File: src/rtl/instr_fetch_unit.sv
// instr_fetch_unit: fetches the word at PC from instruction memory and hands it to decode,
// pulsing PCe once per captured instruction and trapping in a sticky error on memory timeout.
module instr_fetch_unit #(
  parameter int ADDR_W  = 16,
  parameter int DATA_W  = 16,
  parameter int TIMEOUT = 16
) (
  input  logic              clk,
  input  logic              reset,
  input  logic [ADDR_W-1:0] PC,
  output logic              PCe,
  output logic [ADDR_W-1:0] mem_addr,
  output logic              mem_rd,
  input  logic              mem_valid,
  input  logic [DATA_W-1:0] mem_rdata,
  input  logic              flush,
  output logic [DATA_W-1:0] instr,
  output logic              instr_valid,
  input  logic              instr_ready,
  output logic              fetch_err
);
  typedef enum logic [1:0] {IDLE, FETCH, HOLD, ERR} state_t;
  state_t            state_q, state_d;
  logic [7:0]        cnt_q, cnt_d;
  logic [DATA_W-1:0] instr_q, instr_d;
  logic              pce_q, pce_d;
  always_comb begin
    state_d = state_q;
    cnt_d   = '0;
    instr_d = instr_q;
    pce_d   = 1'b0;
    case (state_q)
      IDLE: state_d = FETCH;
      // flush outranks both a response and the timeout: the request simply restarts
      FETCH: begin
        if (flush) begin
          state_d = FETCH;
        end else if (mem_valid) begin
          instr_d = mem_rdata;
          pce_d   = 1'b1;
          state_d = HOLD;
        end else if (cnt_q == 8'(TIMEOUT - 1)) begin
          state_d = ERR;
        end else begin
          cnt_d = cnt_q + 8'd1;
        end
      end
      HOLD: state_d = (flush || instr_ready) ? FETCH : HOLD;
      ERR:  state_d = ERR;
      default: state_d = IDLE;
    endcase
  end
  always_ff @(posedge clk or posedge reset) begin
    if (reset) begin
      state_q <= IDLE;
      cnt_q   <= '0;
      instr_q <= '0;
      pce_q   <= 1'b0;
    end else begin
      state_q <= state_d;
      cnt_q   <= cnt_d;
      instr_q <= instr_d;
      pce_q   <= pce_d;
    end
  end
  assign mem_rd      = state_q == FETCH;
  assign mem_addr    = mem_rd ? PC : '0;
  assign instr_valid = state_q == HOLD;
  assign fetch_err   = state_q == ERR;
  assign instr       = instr_q;
  assign PCe         = pce_q;
endmodule

File: config.mk
export PLATFORM = sky130hd
export DESIGN_NAME = instr_fetch_unit
export DESIGN_NICKNAME = d
export VERILOG_FILES = /design/src/rtl/instr_fetch_unit.sv
export SDC_FILE = /design/constraint.sdc
export NUM_CORES = 1
export LEC_CHECK = 0
export ABC_CLOCK_PERIOD_IN_PS = 1780
export CAP_MARGIN = 20
export CORE_MARGIN = 5
export CORE_UTILIZATION = 33
export CTS_CLUSTER_DIAMETER = 50
export DETAILED_ROUTE_END_ITERATION = 8
export MAX_ROUTING_LAYER = met4
export PLACE_DENSITY = 0.77
export SETUP_SLACK_MARGIN = 0.3
export SYNTH_ARGS = -nofsm -noshare
export SYNTH_HDL_FRONTEND = slang
export SYNTH_SLANG_ARGS = --single-unit
File: constraint.sdc
create_clock -name clk -period 1.78 [get_ports clk]
set_clock_uncertainty 0.15 [all_clocks]
set_input_delay 0.356 -clock clk [delete_from_list [all_inputs] [get_ports clk]]
set_output_delay 0.356 -clock clk [all_outputs]
set_load 0.02 [all_outputs]
Word-level counts from Yosys, hierarchy flattened. Cells that the tools add are included.

Register bits after elaboration: 27. Input port bits: 37. Output and inout port bits: 36. Word-level logic and storage cells: 27.

Add/subtract/negate cells: 1. Eq/ne operators: 5. Mux-type cells: 13. Bitwise logic cells: 1. Reduce and logical (&&, ||, !) cells: 3.

Operators by type and width (count): $mux 8 (4); $mux 16 (1); $add 8x1->8 const B (1); $eq 8x4->1 const B (1); $mux 2 (4); $pmux 2 s4 (1); $eq 2x2->1 const B (2); $ne 4x1->1 const B (1); $mux 1 (3); $reduce_and 3->1 (1); $eq 2x1->1 const B (1); $logic_not 2->1 (1); $logic_or 1x1->1 (1); $not 1->1 (1).

Longest topological paths before layout.
Word-level depth: 5. Mapped depth: 5. Mapped depth without buffers: 4.

Worst setup path before layout. Ideal clock, no wire load.

Path type: flip-flop to output port. From: reg state_q[1]. To: out mem_addr[10]. Data arrival time: 1278 ps. Required time: 1274 ps. Path slack: -4 ps. Stages on the path, launching flop included: 4. Path buffers: 1. Path through: dfrtp_1 > and2b_4 > clkbuf_1 > and2_1.

Word-level cells in the longest chain between the ends: 2.

RTL lines: from (decl) (line 23) `state_t state_q, state_d;`; from (signal assigned) (line 60) `state_q <= state_d;`; $eq 2x1->1 (line 66) `assign mem_rd = state_q == FETCH;`; net mem_rd (line 13) `output logic mem_rd,`; $mux 16 (line 67) `assign mem_addr = mem_rd ? PC : '0;`; to (decl) (line 12) `output logic [ADDR_W-1:0] mem_addr,`.

The timed path passes the listed nets, and every way through them passes these cells.

Worst setup path in the final report.
From: reg state_q[1]. To: out mem_addr[10].

Word-level cells in the longest chain between the ends: 2.

RTL lines (line): $eq 2x1->1 (66); $mux 16 (67).

Every way passes these cells.

==> Flow_metrics.wiki <==
{| class="wikitable"
! Metric !! Value
|-
| Starting density of the core || 33.8%
|-
| Most numerous cell in the Yosys netlist || sky130_fd_sc_hd__dfrtp_1
|-
| Post-synthesis register bit count || 27
|-
| Number of maximum-capacitance constraint violations || 0
|-
| DRC marker count from the first detailed-route iteration || 38
|-
| Cell chosen for the clock root || sky130_fd_sc_hd__clkbuf_8
|-
| Library cell occupying the most area in the post-synthesis netlist || sky130_fd_sc_hd__dfrtp_1
|-
| Slew @ Worst Pin || 0.398 ns
|-
| Average footprint of a synthesized cell || 11.8 um^2
|-
| Number of flops mapped to enable cells by yosys || 0
|-
| Critical path arrival || 1.25 ns
|-
| Vias in the first global route || 1234
|-
| Worst setup SP type || flip-flop
|-
| Port Buffer Count || 72
|-
| Cells after Synth || 104
|-
| Most common flop cell mapped by yosys || sky130_fd_sc_hd__dfrtp_1
|-
| Height of the die || 71.0 um
|-
| First-pass GRT wire length || 6040 um
|-
| Routed Wire Length || 3730 um
|-
| Routability-driven placement congestion ratio || 0.791
|-
| CTS H-tree lvls || 1
|-
| Worst-path fanout max || 5
|-
| Commonest cells post-synth || sky130_fd_sc_hd__dfrtp_1, sky130_fd_sc_hd__and2_1, sky130_fd_sc_hd__mux2_2
|-
| Largest net degree at the start of global routing || 20
|-
| DRT Pass-1 Iters || 4
|-
| Final worst path period share || 98.8%
|-
| Number of antenna violations at the first check in global routing || 0
|-
| Clock latency of the later-clocked register in the worst-skew pair || 0.27 ns
|-
| Number of DRC violations after detailed routing || 0
|-
| Number of placed I/O pins || 73
|-
| Endpoints failing hold || 0
|-
| Core Region || 3630 um^2
|-
| Final min period || 1.76 ns
|-
| Number of nets produced by synthesis || 142
|-
| Max clock buf depth || 2
|-
| Clk sink count || 27
|-
| End-of-flow core utilization || 62.7%
|-
| IR drop worst, VDD || 0.533 mV
|-
| HPWL after detailed placement || 2660 um
|-
| Cell chain of the critical path || and2b_4 > and2_4 > buf_6
|-
| DRT antenna net count || 0
|-
| Number of cell rows || 22
|-
| Clock transition time at the flip-flop clock pins of the worst setup and hold paths || 0.09 ns
|-
| Synth warn || 0
|-
| Kind of end point of the critical path || output port
|-
| CP startpoint || state_q[1]
|-
| TritonCTS clock tree || yes
|-
| Final routed wire length divided by cell count || 15.5 um
|-
| Pwr dens || 628 nW/um^2
|-
| Post-Synthesis Cell Area || 1230 um^2
|-
| Layout cells sized above 1 || 52.3%
|-
| Total setup violations reported at the end of the flow || 0
|-
| Launch point of the worst reg-to-reg path || state_q[1]
|-
| Total CTS buffers || 3
|-
| Fin worst setup slack || 0.0212 ns
|-
| Area of the die || 5040 um^2
|-
| Library cells used by synthesis || 28
|-
| Global route overflow || 0
|-
| Detailed-route vias per instance || 4.66
|-
| Total negative setup slack || 0 ns
|-
| Slowest stage cell on the critical path || sky130_fd_sc_hd__dfrtp_1
|-
| Worst slack, placed || -0.276 ns
|-
| Slew Limit Headroom || 73.5%
|-
| Delay of the slowest cell on the worst path || 0.42 ns
|-
| Diodes inserted || 0
|-
| Classification of the worst setup path || flip-flop to output port
|-
| Yosys top cell area share || 55.0%
|-
| Status || finished clean
|-
| Area growth, synth to finish || 85.5%
|-
| Share of flip-flops with an asynchronous set or reset after synthesis || 100%
|-
| Net count of the finished layout || 232
|-
| Critical path data required time || 1.27 ns
|-
| Die W || 71.0 um
|-
| Worst hold path class || input pin to async pin
|-
| Gr usage total || 15.2%
|-
| Synth area leaders || sky130_fd_sc_hd__dfrtp_1, sky130_fd_sc_hd__mux2_2, sky130_fd_sc_hd__and2_1, sky130_fd_sc_hd__a21oi_1, sky130_fd_sc_hd__or3_1
|-
| Final Max Slew Viols || 0
|-
| Top achievable clock speed || 569 MHz
|-
| Hold buffers post-CTS || 0
|-
| Sequential fraction of the synthesis area || 55.0%
|-
| Setup repair after global routing missed its margin || true
|-
| Via count of the routed design || 1124
|-
| Static Leakage || 1.04 nW
|}
[flip-flops by register name, indices dropped and copies added, names as in the netlist]
| register | cells |
|---|---|
| instr | 16 |
| PCe | 1 |
| cnt_q | 8 |
| state_q | 2 |
[cell usage in the layout, fill, tap and decap left out, types with 2 or more instances in the layout]
cell | synthesis | final
sky130_fd_sc_hd__a21oi_1 | 5 | 2
sky130_fd_sc_hd__a21oi_2 | 0 | 3
sky130_fd_sc_hd__and2_4 | 0 | 17
sky130_fd_sc_hd__and2b_2 | 1 | 3
sky130_fd_sc_hd__and2b_4 | 1 | 2
sky130_fd_sc_hd__buf_4 | 0 | 10
sky130_fd_sc_hd__buf_6 | 1 | 22
sky130_fd_sc_hd__clkbuf_2 | 0 | 14
sky130_fd_sc_hd__clkbuf_8 | 0 | 3
sky130_fd_sc_hd__clkdlybuf4s50_1 | 0 | 35
sky130_fd_sc_hd__dfrtp_1 | 27 | 26
sky130_fd_sc_hd__inv_1 | 5 | 5
sky130_fd_sc_hd__mux2_4 | 0 | 16
sky130_fd_sc_hd__nand2_1 | 2 | 2
sky130_fd_sc_hd__nand3_1 | 2 | 2
sky130_fd_sc_hd__nand4_1 | 2 | 2
sky130_fd_sc_hd__nor2_2 | 0 | 2
sky130_fd_sc_hd__o21ai_0 | 3 | 3
sky130_fd_sc_hd__or3_1 | 4 | 4
[worst max-delay path: cells and delay by family, from the launching register on]
kind,cells,cell delay [ns]
buffers and inverters,1,0.11
DFF,1,0.42
and+or+nand+nor,2,0.45
[per-layer routing]
layer	wire length, um	GRT usage [%]	vias to the layer above
li1	-	-	541
met1	1570	18.2	556
met2	2010	26.9	21
met3	92	2.56	6
met4	55	3.34	0
met5	0	-	-
[final timing paths]
check | endpoint | slack, ns | cells past startpoint
hold reg to reg | instr[4] | 0.36 | 1
hold / removal | instr[8] | 0.21 | 2
max in group asynchronous | state_q[0] | 0.82 | 3
setup reg to reg | state_q[1] | 0.04 | 4
setup / recovery | mem_addr[10] | 0.02 | 3
min in group clk | instr[4] | 0.36 | 1
[repair_timing]
action                     4_1_cts  5_1_grt
resized for setup              168       37
pin swaps                       15        3
buffers inserted                 3        2
gates cloned                     3        0
setup endpoints to repair       62       60
[power by group]
part | internal [mW] | total, mW | switching [mW]
Sequential | 0.681 | 0.718 | 0.0368
Combinational | 0.208 | 0.372 | 0.163
Clock | 0.159 | 0.343 | 0.184
Total | 1.05 | 1.43 | 0.384
[cells by family after synthesis]
| kind of cell | synth area share, % |
|---|---|
| multiplexers | 14.7 |
| XOR/XNOR | 0.713 |
| flip-flops | 55.0 |
| adder cells (fa/ha/maj) | 1.02 |
| AO/OA/AOI/OAI | 6.72 |
| buffers and inverters | 3.56 |
| AND/OR/NAND/NOR | 18.3 |
[per-stage QoR]
step                power (mW)  area [um^2]  cells  hold slack (ns)
floorplan                0.885         1280    104            0.259
global placement          1.12         2100    229            0.337
detailed placement        1.13         2100    229            0.346
CTS                       1.45         2270    239            0.209
global route              1.51         2280    241            0.235
finish                    1.43         2280    241            0.210
[cell type report]
| class | count | area, um^2 |
|---|---|---|
| timing repair buffer | 86 | 802 |
| clock buffer | 3 | 41.3 |
| clock inverter | 1 | 7.51 |
| multi-input combinational | 71 | 673 |
| fill | 292 | 1350 |
| tap | 48 | 60.1 |
| sequential | 27 | 677 |
| inverter | 5 | 18.8 |
No activity file was read; power rests on OpenSTA's default activity.
